$ cat config.mk
export PLATFORM = sky130hd
export DESIGN_NAME = edge_pulse_gen
export DESIGN_NICKNAME = d
export VERILOG_FILES = /design/src/rtl/edge_pulse_gen.sv
export SDC_FILE = /design/constraint.sdc
export NUM_CORES = 1
export LEC_CHECK = 0
export CAP_MARGIN = 20
export CORE_ASPECT_RATIO = 1.5
export CORE_MARGIN = 2
export CORE_UTILIZATION = 48
export DETAILED_ROUTE_END_ITERATION = 7
export MAX_ROUTING_LAYER = met4
export PLACE_DENSITY = 0.76
export SYNTH_ARGS = -nofsm -noshare
export SYNTH_HDL_FRONTEND = slang
export SYNTH_SLANG_ARGS = --single-unit
$ cat constraint.sdc
create_clock -name clk -period 2.1 [get_ports clk]
set_input_delay 0.315 -clock clk [delete_from_list [all_inputs] [get_ports clk]]
set_output_delay 0.315 -clock clk [all_outputs]
set_load 0.05 [all_outputs]
$ cat src/rtl/edge_pulse_gen.sv
// Programmable pulse-train generator: accepts a mask/high/low/count command and
// drives rising-edge patterns on an 8-bit level bus, then strobes done.
module edge_pulse_gen #(
    parameter int WIDTH = 8,
    parameter int CNT_W = 8
) (
    input  logic             clk,
    input  logic             rst,
    input  logic             cmd_valid,
    output logic             cmd_ready,
    input  logic [WIDTH-1:0] cmd_mask,
    input  logic [CNT_W-1:0] cmd_high,
    input  logic [CNT_W-1:0] cmd_low,
    input  logic [CNT_W-1:0] cmd_count,
    output logic [WIDTH-1:0] pulse_out,
    output logic             rise_strobe,
    output logic             busy,
    output logic             done
);

    typedef enum logic [1:0] {
        S_IDLE = 2'd0,
        S_HIGH = 2'd1,
        S_LOW  = 2'd2
    } state_e;

    localparam logic [CNT_W-1:0] CNT_ZERO = CNT_W'(0);
    localparam logic [CNT_W-1:0] CNT_ONE  = CNT_W'(1);
    localparam logic [WIDTH-1:0] MASK_ZERO = WIDTH'(0);

    // A zero-length phase still occupies one cycle.
    function automatic logic [CNT_W-1:0] clamp_len(input logic [CNT_W-1:0] len);
        return (len == CNT_ZERO) ? CNT_ONE : len;
    endfunction

    state_e           state_q;
    logic [WIDTH-1:0] mask_q;
    logic [WIDTH-1:0] pulse_q;
    logic [CNT_W-1:0] high_q;
    logic [CNT_W-1:0] low_q;
    logic [CNT_W-1:0] phase_q;
    logic [CNT_W-1:0] remain_q;
    logic             ready_q;
    logic             rise_q;
    logic             busy_q;
    logic             done_q;

    logic [CNT_W-1:0] high_eff_d;
    logic [CNT_W-1:0] low_eff_d;
    logic [CNT_W-1:0] phase_dec_d;
    logic [CNT_W-1:0] remain_dec_d;
    logic             accept_d;
    logic             phase_end_d;

    // Next-value helpers shared by the FSM.
    always_comb begin
        high_eff_d   = clamp_len(cmd_high);
        low_eff_d    = clamp_len(cmd_low);
        phase_dec_d  = phase_q - CNT_ONE;
        remain_dec_d = remain_q - CNT_ONE;
        accept_d     = cmd_valid && ready_q && (state_q == S_IDLE);
        phase_end_d  = (phase_q <= CNT_ONE);
    end

    // Pulse-train FSM; outputs are registered so they line up with the state they describe.
    always_ff @(posedge clk) begin
        if (rst) begin
            state_q  <= S_IDLE;
            mask_q   <= MASK_ZERO;
            pulse_q  <= MASK_ZERO;
            high_q   <= CNT_ONE;
            low_q    <= CNT_ONE;
            phase_q  <= CNT_ZERO;
            remain_q <= CNT_ZERO;
            ready_q  <= 1'b0;
            rise_q   <= 1'b0;
            busy_q   <= 1'b0;
            done_q   <= 1'b0;
        end else begin
            rise_q <= 1'b0;
            done_q <= 1'b0;
            case (state_q)
                S_IDLE: begin
                    if (accept_d && (cmd_count == CNT_ZERO)) begin
                        done_q  <= 1'b1;
                        ready_q <= 1'b1;
                        busy_q  <= 1'b0;
                        pulse_q <= MASK_ZERO;
                    end else if (accept_d) begin
                        state_q  <= S_HIGH;
                        mask_q   <= cmd_mask;
                        high_q   <= high_eff_d;
                        low_q    <= low_eff_d;
                        phase_q  <= high_eff_d;
                        remain_q <= cmd_count;
                        pulse_q  <= cmd_mask;
                        rise_q   <= |cmd_mask;
                        busy_q   <= 1'b1;
                        ready_q  <= 1'b0;
                    end else begin
                        ready_q <= 1'b1;
                        busy_q  <= 1'b0;
                        pulse_q <= MASK_ZERO;
                    end
                end
                S_HIGH: begin
                    if (phase_end_d) begin
                        state_q  <= S_LOW;
                        phase_q  <= low_q;
                        remain_q <= remain_dec_d;
                        pulse_q  <= MASK_ZERO;
                    end else begin
                        phase_q <= phase_dec_d;
                    end
                end
                S_LOW: begin
                    // The last low phase hands over to IDLE, whose first cycle carries done.
                    if (phase_end_d && (remain_q == CNT_ZERO)) begin
                        state_q <= S_IDLE;
                        busy_q  <= 1'b0;
                        ready_q <= 1'b1;
                        done_q  <= 1'b1;
                    end else if (phase_end_d) begin
                        state_q <= S_HIGH;
                        phase_q <= high_q;
                        pulse_q <= mask_q;
                        rise_q  <= |mask_q;
                    end else begin
                        phase_q <= phase_dec_d;
                    end
                end
                default: begin
                    state_q <= S_IDLE;
                    pulse_q <= MASK_ZERO;
                    busy_q  <= 1'b0;
                    ready_q <= 1'b0;
                end
            endcase
        end
    end

    assign cmd_ready   = ready_q;
    assign pulse_out   = pulse_q;
    assign rise_strobe = rise_q;
    assign busy        = busy_q;
    assign done        = done_q;

endmodule
==> metrics.cfg, run 1 <==
[cts]
path_clk_slew_ps = 110
tritoncts = built
post-cts-setup-buffers = 0
clk_latency_ps = 320
cts.sinks = 54
clockRootBuffer = clkbuf_8
holdBufCountCts = 0
htree_num_levels = 2
cts-buffers-inserted = 5
cts_buffer_depth = 2

[setup_path]
crit_required_ps = 2320
worstPathArrival_ps = 2250
crit_type = reg2reg
crit_fanout = 28
cp-start-kind = flop
end_kind = flop
reg2reg_depth = 7

[timing]
finalCritPeriodShare_pct = 96.5
finalCriticalPeriod_ps = 2030
slew_headroom_pct = 63.0
max_freq_mhz = 494
slew_violations = 0
finalClockSkew_ps = 13.6
worst_pin_slew_ps = 556
hold_viol = 0
rsz0062_at_grt = no
setup_slack_ps = 74.0
setup_viol = 0

[floorplan]
die_w_um = 68.2
num_io_pins = 47
start_util_pct = 49.0
coreArea_mm2 = 0.00604
dieArea_mm2 = 0.00683
chipHeight_um = 100
rows = 35

[synthesis]
synthSimpleGateAreaFrac_pct = 20.9
post_synth_xor_area_fraction_pct = 0.591
synth-edff-count = 0
synth_flop_cell = dfxtp_1
ys_types = 53
yosysWarnings = 0
ys_seq_elements = 54
syn-cell-area_mm2 = 0.00296
avgSynthCellArea_um2 = 7.99
synth_compound_area_share_pct = 31.9
synth_fa_ha_area_share_pct = 3.38
synth_top_family_by_area = compound AO/OA/AOI/OAI gates
synthMuxAreaShare_pct = 1.01
netlist_instances = 371
seq_area_frac_synth_pct = 36.5
syn_nets = 414
synthArstFlopShare_pct = 0

[final_layout]
final_layout_size_suffix_gt1_share_pct = 17.3
area_growth_pct = 33.6
postLayoutCoreUtil_pct = 65.5
diodes = 0
fin_nets = 488
final_common_cell = nand2_1
stdcell_count = 520
layout_common_cells = 64 x nand2_1, 54 x a21oi_1, 52 x dfxtp_1

[outcome]
outcome = finished, final reports clean

[global_routing]
grt_max_degree = 29
grt_pass1_vias = 2994
grt_usage_pct = 27.0
antenna_found_initial = 0
overflow = 0
grt_pass1_wl_um = 14000

[min_path]
min_path_type = reg2reg
min_path_cells = 2

[placement]
placedCellCount = 512
pre_cts_ws_ps = -180
globalplace.congestion = 1.01
numPortBuffers = 46
dp_hpwl_um = 6500

[job]
drv_cap = 0

[pwr]
power_mw = 5.85
peakVddDrop_mv = 0.849
p_per_area_mw_per_mm2 = 1480
leakagePower_nw = 1.48

[drt]
first_pass_iters = 4
drcViolationCount = 0
vias = 3144
drtIter0Drc = 206
ant_nets = 0
wl_per_cell_um = 16.8
via_per_inst = 6.05
wl_um = 8710

==> through the flow <==
step,instance area [um2],hold WS [ps],setup TNS (ps)
6_report,3960,468,0
5_1_grt,3960,492,0
4_1_cts,3910,470,0
3_5_place_dp,3790,456,-5030
3_3_place_gp,3790,442,-2520
2_1_floorplan,2960,433,0
==> worst max-delay path, stage by stage, from the launching register on <==
cell	delay, ps
dfxtp_1	370
inv_1	90
ha_1	190
buf_4	310
inv_1	230
o21ai_0	250
o2111ai_1	190
a311oi_1	300
==> power by group <==
group | internal, mW | switching [mW] | leakage (nW) | total [mW]
clock | 0.393 | 0.371 | 0.0618 | 0.764
sequential | 1.28 | 0.252 | 0.441 | 1.53
combinational | 1.51 | 2.05 | 0.979 | 3.56
total | 3.18 | 2.67 | 1.48 | 5.85
==> routing by layer <==
layer  share of wire [%]  GRT usage [%]  wire (um)  up-vias
li1                    -              -          -     1529
met1                  41           31.3       3550     1504
met2                  51           45.7       4480       91
met3                 4.5           3.25        389       20
met4                 3.4           11.7        299        0
met5                   0              -          0        -
==> cells in the mapped netlist (3+ instances only) <==
library cell / instances / area (um2)
a22o_1: 16 / 140
mux2i_1: 3 / 30.0
buf_1: 3 / 11.3
or3_1: 5 / 31.3
nand2_1: 64 / 240
o41ai_1: 11 / 96.3
nor2_1: 19 / 71.3
nor2b_1: 3 / 18.8
a221oi_1: 4 / 35.0
nand3b_1: 3 / 22.5
a21oi_1: 54 / 270
nor3_1: 5 / 25.0
buf_6: 3 / 33.8
clkbuf_1: 20 / 75.1
o21bai_1: 3 / 22.5
dfxtp_1: 54 / 1080
o211ai_1: 3 / 22.5
o21ai_0: 14 / 70.1
a211oi_1: 6 / 45.0
nor4_1: 11 / 68.8
a311oi_1: 5 / 43.8
nand4_1: 3 / 18.8
inv_1: 10 / 37.5
ha_1: 8 / 100
nand3_1: 4 / 20.0
==> registers in the layout, summed over array words and instances, names as in the netlist <==
register	count
cmd_ready	1
state_q	2
high_q	8
rise_strobe	1
remain_q	8
low_q	8
done	1
busy	1
phase_q	8
mask_q	8
pulse_out	8
==> timing repair <==
action,in CTS,in global routing
endpoints found under the hold margin,0,0
gates resized for setup,1,12
gates cloned,0,0
setup endpoints to repair,1,25
pin swaps,0,1
==> worst paths after layout <==
kind	end	from	slack, ps
worst max-delay path	phase_q[3]$_SDFFE_PP0P_	state_q[1]$_SDFFE_PP0P_	70
worst min register to register	high_q[5]$_SDFFE_PP0P_	high_q[5]$_SDFFE_PP0P_	470
worst max register to register	phase_q[3]$_SDFFE_PP0P_	state_q[1]$_SDFFE_PP0P_	70
worst min-delay path	high_q[5]$_SDFFE_PP0P_	high_q[5]$_SDFFE_PP0P_	470
==> cell families after synthesis <==
family                   after synthesis
AO/OA/AOI/OAI                        138
AND/OR/NAND/NOR                      128
flip-flops                            54
buffers and inverters                 38
adder cells (fa/ha/maj)                8
multiplexers                           3
XOR/XNOR                               2
==> final cells by class <==
type	count	area, um2
clock inverters	2	38.8
multi-input cells	279	1770
flip-flops and latches	54	1080
repair buffers	95	857
well taps	74	92.6
fillers	558	2090
inverters	10	37.5
clock buffers	6	82.6
No activity file was read; power rests on OpenSTA's default activity.
==> inputs of run 2 (changes only) <==
--- a/config.mk
+++ b/config.mk
@@ -5,13 +5,12 @@
 export SDC_FILE = /design/constraint.sdc
 export NUM_CORES = 1
 export LEC_CHECK = 0
-export CAP_MARGIN = 20
 export CORE_ASPECT_RATIO = 1.5
 export CORE_MARGIN = 2
-export CORE_UTILIZATION = 48
+export CORE_UTILIZATION = 54
 export DETAILED_ROUTE_END_ITERATION = 7
 export MAX_ROUTING_LAYER = met4
-export PLACE_DENSITY = 0.76
+export PLACE_DENSITY = 0.81
 export SYNTH_ARGS = -nofsm -noshare
 export SYNTH_HDL_FRONTEND = slang
 export SYNTH_SLANG_ARGS = --single-unit
==> constraint.sdc (replaced) <==
create_clock -name clk -period 2.04 [get_ports clk]
set_input_delay 0.306 -clock clk [delete_from_list [all_inputs] [get_ports clk]]
set_output_delay 0.306 -clock clk [all_outputs]
set_load 0.05 [all_outputs]
==> run 2 against run 1 <==
Net effect:
- routed wire length increased by 11%
- total power increased by 10%
- global-route usage is 3.9 points higher
- via count increased by 6.4%
- register-to-register slack lost 50 ps
- setup slack got worse by 52 ps
- cell count increased by 0.38%
- largest cell class unchanged
==> metrics.cfg, run 2 (synthesized netlist as in run 1, its figures left out) <==
[outcome]
outcome = finished, final reports clean

[drt]
wl_per_cell_um = 18.5
wl_um = 9680
via_per_inst = 6.41
ant_nets = 0
drcViolationCount = 0
first_pass_iters = 6
vias = 3345
drtIter0Drc = 397

[global_routing]
overflow = 0
grt_pass1_wl_um = 14400
antenna_found_initial = 0
grt_max_degree = 29
grt_pass1_vias = 3145
grt_usage_pct = 30.9

[final_layout]
seqCellArea_mm2 = 0.00108
layout_common_cells = 64 x nand2_1, 52 x a21oi_1, 52 x dfxtp_1
final_common_cell = nand2_1
stdcell_area_mm2 = 0.00405
fillers = 416
stdcell_count = 522
area_growth_pct = 36.6
diodes = 0
final_layout_size_suffix_gt1_share_pct = 20.1
multiInputGateArea_mm2 = 0.00183
fin_nets = 494

[floorplan]
dieArea_mm2 = 0.00611
rows = 33
num_io_pins = 47
coreArea_mm2 = 0.00537
die_w_um = 64.5
chipHeight_um = 94.7
start_util_pct = 55.2

[cts]
clockRootBuffer = clkbuf_8
cts.sinks = 54
htree_num_levels = 2
clk_latency_ps = 310
tritoncts = built
cts-buffers-inserted = 5
path_clk_slew_ps = 110
cts_buffer_depth = 2
holdBufCountCts = 0

[setup_path]
r2r_start = state_q[1]$_SDFFE_PP0P_
slowest_stage = o21ai_0
end_kind = flop
worstPathArrival_ps = 2260
crit_required_ps = 2280
cp-start-kind = flop
reg2reg_depth = 7
cpPeakStageDelay_ps = 430
rrSetupSlack_ps = 20
crit_type = reg2reg
crit_chain = inv_1, ha_1, buf_6, inv_1, o21ai_0, o211ai_1, a311oi_2
crit_fanout = 28
crit_top_cell = inv_1
worstReg2RegEnd = phase_q[6]$_SDFFE_PP0P_

[pwr]
leakagePower_nw = 1.52
p_per_area_mw_per_mm2 = 1590
peakVddDrop_mv = 1.17
power_mw = 6.45

[placement]
globalplace.congestion = 0.941
numPortBuffers = 46
placedCellCount = 509
placed_area_mm2 = 0.00378
dp_hpwl_um = 6700

[timing]
slew_violations = 0
finalCritPeriodShare_pct = 98.9
slew_headroom_pct = 64.9
max_freq_mhz = 495
setup_viol = 0
worst_pin_slew_ps = 525
rsz0062_at_grt = yes
hold_viol = 0
finalCriticalPeriod_ps = 2020
finalClockSkew_ps = 14.1

[job]
drv_cap = 0

[min_path]
min_path_cells = 2
min_path_type = reg2reg
hp-start = low_q[3]$_SDFFE_PP0P_
holdPathEnd = low_q[3]$_SDFFE_PP0P_

## run 2: cell types whose count changed in the layout (fill, tap and decap cells not counted), moves of 2 or more
cell | before | now
buf_4 | 46 | 50
inv_1 | 10 | 8
a21oi_2 | 0 | 2
a21oi_1 | 54 | 52
nor3_1 | 3 | 5
nor3_2 | 2 | 0
inv_2 | 0 | 2
## run 2: worst max path at each step
stage / from / endpoint / slack, ps / cells past startpoint
after global placement: cmd_count[0] / remain_q[3]$_SDFFE_PP0P_ / -250 / 7
after global routing: phase_q[1]$_SDFFE_PP0P_ / phase_q[3]$_SDFFE_PP0P_ / -30 / 9
final: state_q[1]$_SDFFE_PP0P_ / phase_q[6]$_SDFFE_PP0P_ / 20 / 7
after floorplan: phase_q[0]$_SDFFE_PP0P_ / phase_q[0]$_SDFFE_PP0P_ / 10 / 8
after detailed placement: cmd_count[0] / remain_q[3]$_SDFFE_PP0P_ / -330 / 8
after CTS: phase_q[7]$_SDFFE_PP0P_ / phase_q[6]$_SDFFE_PP0P_ / 2 / 6
## run 2: metal layers
metal  track usage (%)  part of all wire [%]  vias up
met1              33.5                    37     1596
met5                 -                     0        -
met3              3.69                   5.2       52
met2              53.4                    52      150
met4              19.3                   5.7        0
li1                  -                     -     1547
## run 2: timing repair
action                     4_1_cts  5_1_grt
pin swaps                        2        6
setup buffers                    0        3
gates cloned                     0        2
gates resized for setup          6       22
setup endpoints to repair       11       46
## run 2: through the flow
stage | hold WS, ps | setup WS [ps] | util, % | setup TNS, ps
floorplan | 433 | 10.7 | - | 0
global placement | 442 | -248 | 70.3 | -8240
detailed placement | 449 | -328 | 70.3 | -10690
CTS | 465 | 2.20 | 73.1 | 0
global route | 487 | -29.6 | 75.4 | -67.3
finish | 466 | 21.7 | 75.4 | 0
## run 2: layout make-up
cell class / count / area share, %
multi-input cells: 280 / 45.2
flip-flops and latches: 54 / 26.8
clock inverters: 2 / 0.959
inverters: 10 / 0.928
clock buffers: 6 / 2.04
well taps: 70 / 2.16
repair buffers: 100 / 21.9
## run 2: critical path: cells and delay by family (launching register included)
kind / cells / cell delay, ps
AOI/OAI and AO/OA: 3 / 830
DFF: 1 / 350
buffers and inverters: 3 / 520
adders and majority gates: 1 / 230
## run 2: power breakdown
group          switching (mW)  internal, mW  total (mW)
Clock                   0.375         0.404       0.779
Sequential              0.272          1.31        1.59
Combinational            2.35          1.73        4.08
Total                    3.00          3.45        6.45
